`src/rtl/load_store_unit.sv`:
```
// load_store_unit: RV32I data-memory access unit.
// Aligns store data to byte lanes, extracts and extends load data, and runs a
// req/ack handshake with data memory. Illegal or misaligned requests answer
// with a one-cycle error pulse and never reach memory.
// Ports:
//   clk, rst_n                    clock, synchronous active-low reset
//   start, is_store, funct3,      request issue (sampled in IDLE only)
//   addr, wdata
//   busy, done, error, rdata      status and load result to write-back
//   mem_req, mem_we, mem_addr,    data-memory request channel
//   mem_be, mem_wdata
//   mem_ack, mem_rdata            data-memory acknowledge and read word
module load_store_unit (
  input  logic        clk,
  input  logic        rst_n,
  input  logic        start,
  input  logic        is_store,
  input  logic [2:0]  funct3,
  input  logic [31:0] addr,
  input  logic [31:0] wdata,
  output logic        busy,
  output logic        done,
  output logic        error,
  output logic [31:0] rdata,
  output logic        mem_req,
  output logic        mem_we,
  output logic [31:0] mem_addr,
  output logic [3:0]  mem_be,
  output logic [31:0] mem_wdata,
  input  logic        mem_ack,
  input  logic [31:0] mem_rdata
);

  localparam int unsigned XLEN  = 32;
  localparam int unsigned LANES = XLEN / 8;

  typedef enum logic [1:0] {IDLE, ACCESS, RESP} state_t;

  state_t state_q, state_d;

  // Width code and byte offset kept for the load extract in ACCESS.
  logic [2:0]       f3_q, f3_d;
  logic [1:0]       off_q, off_d;

  logic             busy_d, done_d, error_d, mem_req_d, mem_we_d;
  logic [XLEN-1:0]  rdata_d, mem_addr_d, mem_wdata_d;
  logic [LANES-1:0] mem_be_d;

  // Request decode.
  logic             legal_c, misaligned_c;
  logic [LANES-1:0] be_c;
  logic [XLEN-1:0]  wrep_c;
  // Load extract.
  logic [XLEN-1:0]  shifted_c, load_c;

  // Legality, alignment, lane enables and store replication of the request.
  always_comb begin
    legal_c      = is_store ? (funct3 inside {3'b000, 3'b001, 3'b010})
                            : (funct3 inside {3'b000, 3'b001, 3'b010, 3'b100, 3'b101});
    misaligned_c = ((funct3[1:0] == 2'b01) && addr[0]) ||
                   ((funct3[1:0] == 2'b10) && (addr[1:0] != 2'b00));
    case (funct3[1:0])
      2'b00: begin
        be_c   = 4'b0001 << addr[1:0];
        wrep_c = {4{wdata[7:0]}};
      end
      2'b01: begin
        be_c   = addr[1] ? 4'b1100 : 4'b0011;
        wrep_c = {2{wdata[15:0]}};
      end
      default: begin
        be_c   = 4'b1111;
        wrep_c = wdata;
      end
    endcase
  end

  // Shift the read word down to the accessed lane, then size and extend.
  always_comb begin
    shifted_c = mem_rdata >> {off_q, 3'b000};
    case (f3_q)
      3'b000:  load_c = {{24{shifted_c[7]}}, shifted_c[7:0]};
      3'b001:  load_c = {{16{shifted_c[15]}}, shifted_c[15:0]};
      3'b100:  load_c = {24'd0, shifted_c[7:0]};
      3'b101:  load_c = {16'd0, shifted_c[15:0]};
      default: load_c = shifted_c;
    endcase
  end

  // Next-state and next-output logic.
  always_comb begin
    state_d     = state_q;
    f3_d        = f3_q;
    off_d       = off_q;
    busy_d      = busy;
    done_d      = 1'b0;
    error_d     = 1'b0;
    rdata_d     = rdata;
    mem_req_d   = mem_req;
    mem_we_d    = mem_we;
    mem_addr_d  = mem_addr;
    mem_be_d    = mem_be;
    mem_wdata_d = mem_wdata;
    case (state_q)
      IDLE: begin
        if (start) begin
          busy_d = 1'b1;
          if (legal_c && !misaligned_c) begin
            state_d     = ACCESS;
            f3_d        = funct3;
            off_d       = addr[1:0];
            mem_req_d   = 1'b1;
            mem_we_d    = is_store;
            mem_addr_d  = {addr[31:2], 2'b00};
            mem_be_d    = be_c;
            mem_wdata_d = is_store ? wrep_c : '0;
          end else begin
            state_d = RESP;
            error_d = 1'b1;
          end
        end
      end
      ACCESS: begin
        if (mem_ack) begin
          state_d   = RESP;
          mem_req_d = 1'b0;
          done_d    = 1'b1;
          if (!mem_we) rdata_d = load_c;
        end
      end
      default: begin
        state_d = IDLE;
        busy_d  = 1'b0;
      end
    endcase
  end

  // State and output registers.
  always_ff @(posedge clk) begin
    if (!rst_n) begin
      state_q   <= IDLE;
      f3_q      <= '0;
      off_q     <= '0;
      busy      <= 1'b0;
      done      <= 1'b0;
      error     <= 1'b0;
      rdata     <= '0;
      mem_req   <= 1'b0;
      mem_we    <= 1'b0;
      mem_addr  <= '0;
      mem_be    <= '0;
      mem_wdata <= '0;
    end else begin
      state_q   <= state_d;
      f3_q      <= f3_d;
      off_q     <= off_d;
      busy      <= busy_d;
      done      <= done_d;
      error     <= error_d;
      rdata     <= rdata_d;
      mem_req   <= mem_req_d;
      mem_we    <= mem_we_d;
      mem_addr  <= mem_addr_d;
      mem_be    <= mem_be_d;
      mem_wdata <= mem_wdata_d;
    end
  end

endmodule
```
`config.mk`:
```
export PLATFORM = sky130hd
export DESIGN_NAME = load_store_unit
export DESIGN_NICKNAME = d
export VERILOG_FILES = /design/src/rtl/load_store_unit.sv
export SDC_FILE = /design/constraint.sdc
export NUM_CORES = 1
export LEC_CHECK = 0
export BUFFER_PORTS_ARGS = -buffer_cell sky130_fd_sc_hd__buf_4
export CAP_MARGIN = 15
export CORE_MARGIN = 2
export CORE_UTILIZATION = 30
export CTS_CLUSTER_SIZE = 16
export DETAILED_ROUTE_END_ITERATION = 10
export GPL_TIMING_DRIVEN = 0
export PLACE_DENSITY_LB_ADDON = 0.15
export SLEW_MARGIN = 40
export SYNTH_ARGS = -nofsm -noshare
export SYNTH_HDL_FRONTEND = slang
export SYNTH_SLANG_ARGS = --single-unit
```
`constraint.sdc`:
```
create_clock -name clk -period 1.85 [get_ports clk]
set_clock_uncertainty 0.2 [all_clocks]
set_input_delay 0.37 -clock clk [delete_from_list [all_inputs] [get_ports clk]]
set_output_delay 0.37 -clock clk [all_outputs]
set_load 0.005 [all_outputs]
```
# After elaboration in Yosys (flattened, before gate mapping)
# Index checks and enable logic that the tools add are counted.
word_totals:
  reg_bits: 110
  out_inout_bits: 105
  wordCells: 67
op_classes:
  eq_ne: 13
  n_shift: 2
  n_mux: 18
  n_bitwise: 2
  reduce_logical: 20
op_table:
  columns: ["cell", "count"]
  rows:
  - ["32-bit case mux with 4 select lines", 1]
  - ["32-bit case mux with 2 select lines", 1]
  - ["32-bit 2-to-1 mux", 1]
  - ["32-bit by 5-bit >> shifter with 32-bit output", 1]
  - ["3-bit equality test, second input constant", 4]
  - ["3-bit AND reduction", 3]
  - ["4-bit case mux with 2 select lines", 1]
  - ["1-bit 2-to-1 mux", 7]
  - ["3-bit by 1-bit equality test with 1-bit output, second input constant", 2]
  - ["3-bit logical NOT", 2]
  - ["2-bit 2-to-1 mux", 3]
  - ["2-bit != test, second input constant", 3]
  - ["2-bit AND reduction", 3]
  - ["5-bit nonzero test", 1]
  - ["2-bit by 1-bit equality test with 1-bit output, second input constant", 2]
  - ["2-bit logical NOT", 2]
  - ["4-bit 2-to-1 mux", 1]
  - ["1-bit case mux with 2 select lines", 2]
  - ["2-bit case mux with 2 select lines", 1]
  - ["4-bit AND reduction", 1]
  - ["2-bit nonzero test", 2]
  - ["1-bit by 2-bit left shift with 4-bit output, first input constant", 1]
  - ["3-bit by 2-bit equality test with 1-bit output, second input constant", 1]
  - ["1-bit logical AND", 3]
  - ["other kinds (5)", 6]

# Logic depth before layout (Yosys ltp)
# Gate-level depths: netlist of the first run.
logic_depth:
  depth_word: 8
  ltp_mapped: 8
  mapped_depth_nobuf: 4

# Worst setup path before layout of the first run
# OpenSTA, ideal clock, no wires.
synth_path:
  path_type: "input-to-reg"
  from: "input is_store"
  to: "register mem_wdata[25]"
  setup_ps: 129
  arrival_ps: 1443
  required_time_ps: 1521
  slack_ps: 77
  cell_stages: 8
  n_path_buf: 4
  path_cell_list: "buf_6 -> a221oi_2 -> o211ai_2 -> buf_6 -> buf_6 -> buf_6 -> nand3_1 -> o31ai_1"
synth_between:
  elab_chain_len: 3
  word_cells_on_any_way: 4
  classes_between: "mux (2); reduce/logical (2)"
synth_lines:
  columns: ["element", "line", "text"]
  rows:
  - ["start, declared", "17", "input logic is_store,"]
  - ["1-bit 2-to-1 mux", "58", "legal_c = is_store ? (funct3 inside {3'b000, 3'b001, 3'b010})"]
  - ["1-bit logical AND", "108", "if (legal_c && !misaligned_c) begin"]
  - ["3-bit AND reduction (no source line)", null, null]
  - ["end signal, assigned", "165", "mem_wdata <= mem_wdata_d;"]
  - ["end, declared", "29", "output logic [31:0] mem_wdata,"]
# Several ways; a longest one is shown, not always the timed one.
# A chain may end at the register's enable or synchronous reset.

# Final worst setup path of the first run
layout_path:
  from: "register state_q[0]"
  to: "register rdata[25]"
layout_between:
  elab_chain_len: 2
layout_lines:
  columns: ["element", "line", "text"]
  rows:
  - ["start, declared", "39", "state_t state_q, state_d;"]
  - ["start signal, assigned", "154", "state_q <= state_d;"]
  - ["2-bit by 1-bit equality test with 1-bit output", "104", "case (state_q)"]
  - ["3-bit AND reduction (no source line)", null, null]
  - ["end signal, assigned", "160", "rdata <= rdata_d;"]
  - ["end, declared", "24", "output logic [31:0] rdata,"]
# No other way between the ends.

==> flow_summary.json, run 1 <==
{
  "status": "finished, final reports clean",
  "synthesis.area_um2": 4920,
  "synth_area_leaders": "dfxtp_1 45%, nand3_1 8.2%, mux2i_1 7.9%, o21ai_0 6.9%, a21oi_1 5.2%",
  "num-nets-final": 898,
  "rows": 46,
  "die_x_um": 132,
  "ys_types": 34,
  "crit_start": "state_q[0]",
  "worstHoldPathType": "in2reg",
  "dr.pass1.iters": 4,
  "fillers": 1681,
  "ys_seq_elements": 110,
  "p_sw_w": 0.00150,
  "ys.warnings.count": 0,
  "hp-start": "addr[25]",
  "cp_max_fo": 10,
  "synth-edff-count": 0,
  "tightest_slew_ns": 0.729,
  "n_antenna_cell": 0,
  "vias": 5009,
  "synthDominantCellAreaShare_pct": 44.8,
  "syn_to_final_growth_pct": 44.4,
  "grt.total_usage_pct": 19.2,
  "synth_flop_cell": "dfxtp_1",
  "place.gp.congestion": 0.887,
  "path_cells": "nand2_2 -> or3_1 -> buf_2 -> buf_2 -> a21oi_1 -> a21oi_1",
  "antenna_found_initial": 0,
  "clkLatencyLatePin_ns": 0.35,
  "slew_headroom_pct": 51.4,
  "die_area_um2": 17400,
  "leakagePower_nw": 3.04,
  "period_share_pct": 96.4,
  "cts_buffers": 9,
  "drc": 0,
  "yosys.area.top_type": "dfxtp_1",
  "crit_path_max_incr_delay_ns": 0.39,
  "grt_pass1_vias": 5052,
  "end_kind": "register",
  "combPwrFrac_pct": 16.5,
  "cts_tree": "done",
  "dieHeight_um": 132,
  "setup_ws_ns": 0.0669,
  "portBuffers": 203,
  "fmax_ghz": 0.561,
  "dp_slack_ns": -0.215,
  "arrival_ns": 1.84,
  "gr-total-overflow": 0,
  "power_density_nw_per_um2": 773,
  "power_frac_clock_pct": 37.7,
  "yosysSeqAreaShare_pct": 44.8,
  "setup_violations": 0,
  "drv_slew": 0,
  "p_int_w": 0.00399,
  "path_clk_slew_ns": 0.08,
  "grt_max_degree": 21,
  "synthCells": 577,
  "path_class": "reg2reg",
  "async_flop_share_pct": 0,
  "drive_gt1_share_pct": 34.3,
  "start_util_pct": 30.8,
  "clock_path_buffers": 2,
  "instances_no_fill": 1015,
  "peakVddDrop_uv": 617,
  "viasPerCell": 4.93,
  "synth.avg_cell_area_um2": 8.52,
  "crit_path_start_kind": "register",
  "htreeDepth": 3,
  "grt_first_pass_wirelength_um": 26800,
  "synth.most_common_cell": "dfxtp_1",
  "root_buffer": "clkbuf_16",
  "seqPwrFrac_pct": 45.7,
  "initialDrtViolationCount": 198,
  "swShare_pct": 27.4,
  "critical_path.slowest_cell": "dfxtp_1",
  "routedWlPerCell_um": 16.8,
  "drv_cap": 0,
  "finalHoldViolCount": 0,
  "dp_hpwl_um": 13100,
  "antenna_left": 0,
  "coreArea_um2": 15900,
  "required_ns": 1.91,
  "dp_cells": 997,
  "synth_common_cells": "110 x dfxtp_1, 81 x nand3_1, 68 x o21ai_0, 62 x nand2_1, 51 x a21oi_1",
  "period_needed_ns": 1.78,
  "num_io_pins": 209,
  "r2r-start": "state_q[0]",
  "drt_wl_total_um": 17000,
  "cts_sinks": 110
}
## sequential cells by signal (all words and copies together) (netlist names)
name	cells
state_q	2
mem_req	1
mem_addr	30
error	1
rdata	32
off_q	2
done	1
mem_wdata	32
busy	1
mem_we	1
f3_q	3
mem_be	4
## final cells by class
| class | instances | area (um2) | share of cell area [%] |
|---|---|---|---|
| tap | 216 | 270 | 3.81 |
| clock buffer | 9 | 225 | 3.17 |
| timing repair buffer | 205 | 1550 | 21.9 |
| clock inverter | 7 | 87.6 | 1.23 |
| sequential | 110 | 2200 | 31.0 |
| multi-input combinational | 405 | 2410 | 34.0 |
| inverter | 4 | 15.0 | 0.211 |
| buffer | 59 | 335 | 4.72 |
## cells in the final DEF (no fill, tap or decap), drive strengths merged, types with 8 or more instances in the layout
master,n
a21boi,11
a21oi,52
buf,239
clkbuf,34
dfxtp,110
inv,10
mux2,8
mux2i,39
nand2,62
nand3,81
nor2,18
o211ai,10
o21ai,78
o31ai,24
## path summary, 6_finish.rpt
check | cells after the start | slack, ns | to
worst max-delay path | 6 | 0.07 | rdata[25]
worst min-delay path | 3 | 0.06 | mem_addr[25]
worst max register to register | 6 | 0.07 | rdata[25]
worst min register to register | 2 | 0.26 | mem_be[1]
## critical path: cells and delay by family, from the launching register on
kind	cells	cell delay (ns)
buffers and inverters	2	0.40
AO/OA/AOI/OAI	2	0.28
AND/OR/NAND/NOR	2	0.42
flip-flops	1	0.39
## power groups by stage
stage,clock network (W),registers [W],logic (W)
6_report,0.00207,0.00251,0.000908
3_3_place_gp,0,0.00256,0.000873
3_5_place_dp,0,0.00256,0.000881
4_1_cts,0.00213,0.00251,0.000906
2_1_floorplan,0,0.00256,0.000415
5_1_grt,0.00224,0.00252,0.000990
## routing by layer
layer / global-route usage, % / share of wire [%] / vias to the layer above
met1: 23.6 / 43 / 2346
met5: 0 / 0 / -
met2: 31.9 / 48 / 159
li1: - / - / 2486
met3: 6.19 / 7.8 / 18
met4: 6.10 / 1.4 / 0
## metrics by stage
stage | area (um2) | setup TNS [ns] | hold WS, ns | power (W) | utilization [%]
finish | 7100 | 0 | 0.0587 | 0.00549 | 44.5
global route | 7100 | -0.00246 | 0.0643 | 0.00575 | 44.5
CTS | 7070 | 0 | 0.0516 | 0.00554 | 44.4
detailed placement | 6710 | -11.75 | 0.252 | 0.00345 | 42.1
global placement | 6710 | -8.15 | 0.245 | 0.00344 | 42.1
floorplan | 4920 | 0 | 0.253 | 0.00298 | -
## cells by family (layout without fill, tap and decap cells)
family / after synthesis / after routing / share of synthesized area, %
DFF: 110 / 110 / 44.8
and+or+nand+nor: 171 / 171 / 15.8
other: 1 / 2 / 0.0763
muxes: 48 / 48 / 10.2
buffers and inverters: 63 / 284 / 6.82
AOI/OAI and AO/OA: 184 / 184 / 22.3
## timing repair
item,in CTS,in global routing
gates resized for setup,7,14
hold buffers,0,0
setup buffers,2,0
endpoints found under the setup margin,30,27
pin swaps,1,1
(Power assumes the default switching activity.)
==> run 2, diff against run 1 <==
- SETUP_SLACK_MARGIN: not set -> 0.5
- SKIP_CTS_REPAIR_TIMING: not set -> 1
==> run 2 against run 1 <==
Net effect:
- first-iteration DRC count rose by 28%
- sequential power up 2%
- non-clock buffer count grew 84
- via count up 10%
- cell area is 32% higher
- count of clock-buffer cells in the layout is 1 higher
- final cell count rose by 8.3%
- wire length up 15%
- global-route usage fell by 0.051 points
- die area did not move
- total power up 7.3%
- critical path type unchanged
==> flow_summary.json, run 2 (same netlist as run 1, synthesis figures left out) <==
{
  "tightest_slew_ns": 0.699,
  "drt_wl_total_um": 19700,
  "final_cell_mix": "171 x buf_4, 114 x buf_6, 98 x dfxtp_2",
  "period_share_pct": 95.0,
  "path_clk_slew_ns": 0.08,
  "seqPwrFrac_pct": 43.2,
  "rows": 46,
  "dr.pass1.iters": 4,
  "peakVddDrop_uv": 425,
  "path_cells": "mux4_2 -> o211ai_4 -> buf_4 -> a21oi_1",
  "critical_path.slowest_cell": "mux4_2",
  "antenna_left": 0,
  "status": "finished, final reports clean",
  "leakagePower_nw": 3.94,
  "place.gp.congestion": 0.894,
  "initialDrtViolationCount": 254,
  "htreeDepth": 3,
  "crit_path_start_kind": "register",
  "portBuffers": 203,
  "combPwrFrac_pct": 22.3,
  "n_antenna_cell": 0,
  "die_area_um2": 17400,
  "p_int_w": 0.00427,
  "dieHeight_um": 132,
  "postLayoutCoreUtil_pct": 58.9,
  "hold-worst-slack_ns": 0.0505,
  "drv_slew": 0,
  "dpl_cell_area_um2": 6930,
  "antenna_found_initial": 0,
  "grt_pass1_vias": 5103,
  "vias": 5526,
  "routedWlPerCell_um": 17.9,
  "num_io_pins": 209,
  "drv_cap": 0,
  "power_frac_clock_pct": 34.5,
  "grt.total_usage_pct": 19.2,
  "grt_first_pass_wirelength_um": 27000,
  "viasPerCell": 5.03,
  "cts_tree": "done",
  "end_kind": "register",
  "slew_headroom_pct": 53.4,
  "multi_input_area_um2": 3110,
  "clkLatencyLatePin_ns": 0.35,
  "start_util_pct": 30.8,
  "reg_top3": "mem_wdata x32, rdata x32, mem_addr x30",
  "fillers": 1431,
  "num-nets-final": 982,
  "setup_violations": 0,
  "drive_gt1_share_pct": 66.0,
  "rsz0062_at_grt": "yes",
  "cts_buffers": 9,
  "crit_path_max_incr_delay_ns": 0.59,
  "swShare_pct": 27.6,
  "final_area_um2": 9400,
  "cts_sinks": 110,
  "finalHoldViolCount": 0,
  "cp_max_fo": 6,
  "die_x_um": 132,
  "clock_path_buffers": 2,
  "seqCellArea_um2": 2350,
  "required_ns": 1.88,
  "p_sw_w": 0.00162,
  "root_buffer": "clkbuf_16",
  "gr-total-overflow": 0,
  "power_density_nw_per_um2": 627,
  "dp_hpwl_um": 13300,
  "layout_commonest_cell": "buf_4",
  "path_class": "reg2reg",
  "period_needed_ns": 1.76,
  "syn_to_final_growth_pct": 91.1,
  "arrival_ns": 1.78,
  "drc": 0,
  "fmax_ghz": 0.569,
  "coreArea_um2": 15900,
  "grt_max_degree": 19,
  "worstHoldPathType": "in2reg"
}
[run 2: cell count changes in the layout (fill, tap and decap cells not counted), moves of 12 or more]
cell,previous run,this run
nand3_1,81,23
buf_4,206,171
nand3_4,0,12
dfxtp_1,109,5
dfxtp_2,1,98
clkbuf_16,9,21
o31ai_1,24,7
o21ai_0,68,30
o21ai_2,0,15
nand3_2,0,46
o21ai_1,10,33
buf_6,11,114
o31ai_2,0,12
[run 2: layout make-up]
type / count / area share, %
clock buffer: 10 / 2.54
clock inverter: 6 / 0.732
buffer: 59 / 5.69
timing repair buffer: 289 / 29.9
sequential: 110 / 25.0
inverter: 4 / 0.160
tap: 216 / 2.88
multi-input combinational: 405 / 33.1
[run 2: worst paths after layout]
check	start	end	slack, ns	depth (start not counted)
worst max-delay path	off_q[1]	rdata[25]	0.09	4
worst min-delay path	addr[9]	mem_addr[9]	0.05	3
worst max register to register	off_q[1]	rdata[25]	0.09	4
worst min register to register	mem_wdata[0]	mem_wdata[0]	0.26	2
[run 2: worst max-delay path: cells and delay by family, from the launching register on]
| family | cells | cell delay (ns) |
|---|---|---|
| mux | 1 | 0.59 |
| flops | 1 | 0.38 |
| compound gates | 2 | 0.29 |
| buf+inv | 1 | 0.18 |
[run 2: per-layer routing]
metal  vias to the layer above  track usage (%)  part of all wire (%)
met5                         -                0                     0
met4                         0             5.92                   1.8
met3                        30             5.04                   6.9
met2                       202             32.1                    50
met1                      2631             24.1                    41
li1                       2663                -                     -
[run 2: power groups by stage]
stage | sequential, W | clock [W] | combinational (W)
finish | 0.00255 | 0.00203 | 0.00132
CTS | 0.00252 | 0.00206 | 0.000918
global route | 0.00255 | 0.00215 | 0.00141
global placement | 0.00257 | 0 | 0.000906
detailed placement | 0.00257 | 0 | 0.000915
floorplan | 0.00257 | 0 | 0.000449
[run 2: stage by stage]
stage                     power (W)  cells  TNS [ns]  setup WS (ns)
final                       0.00589   1099         0         0.0920
after detailed placement    0.00349    997     -8.64         -0.211
after global routing        0.00612   1099         0         0.0498
after CTS                   0.00549   1013    -0.375        -0.0494
after floorplan             0.00302    578         0          0.125
after global placement      0.00347    997     -5.93         -0.166
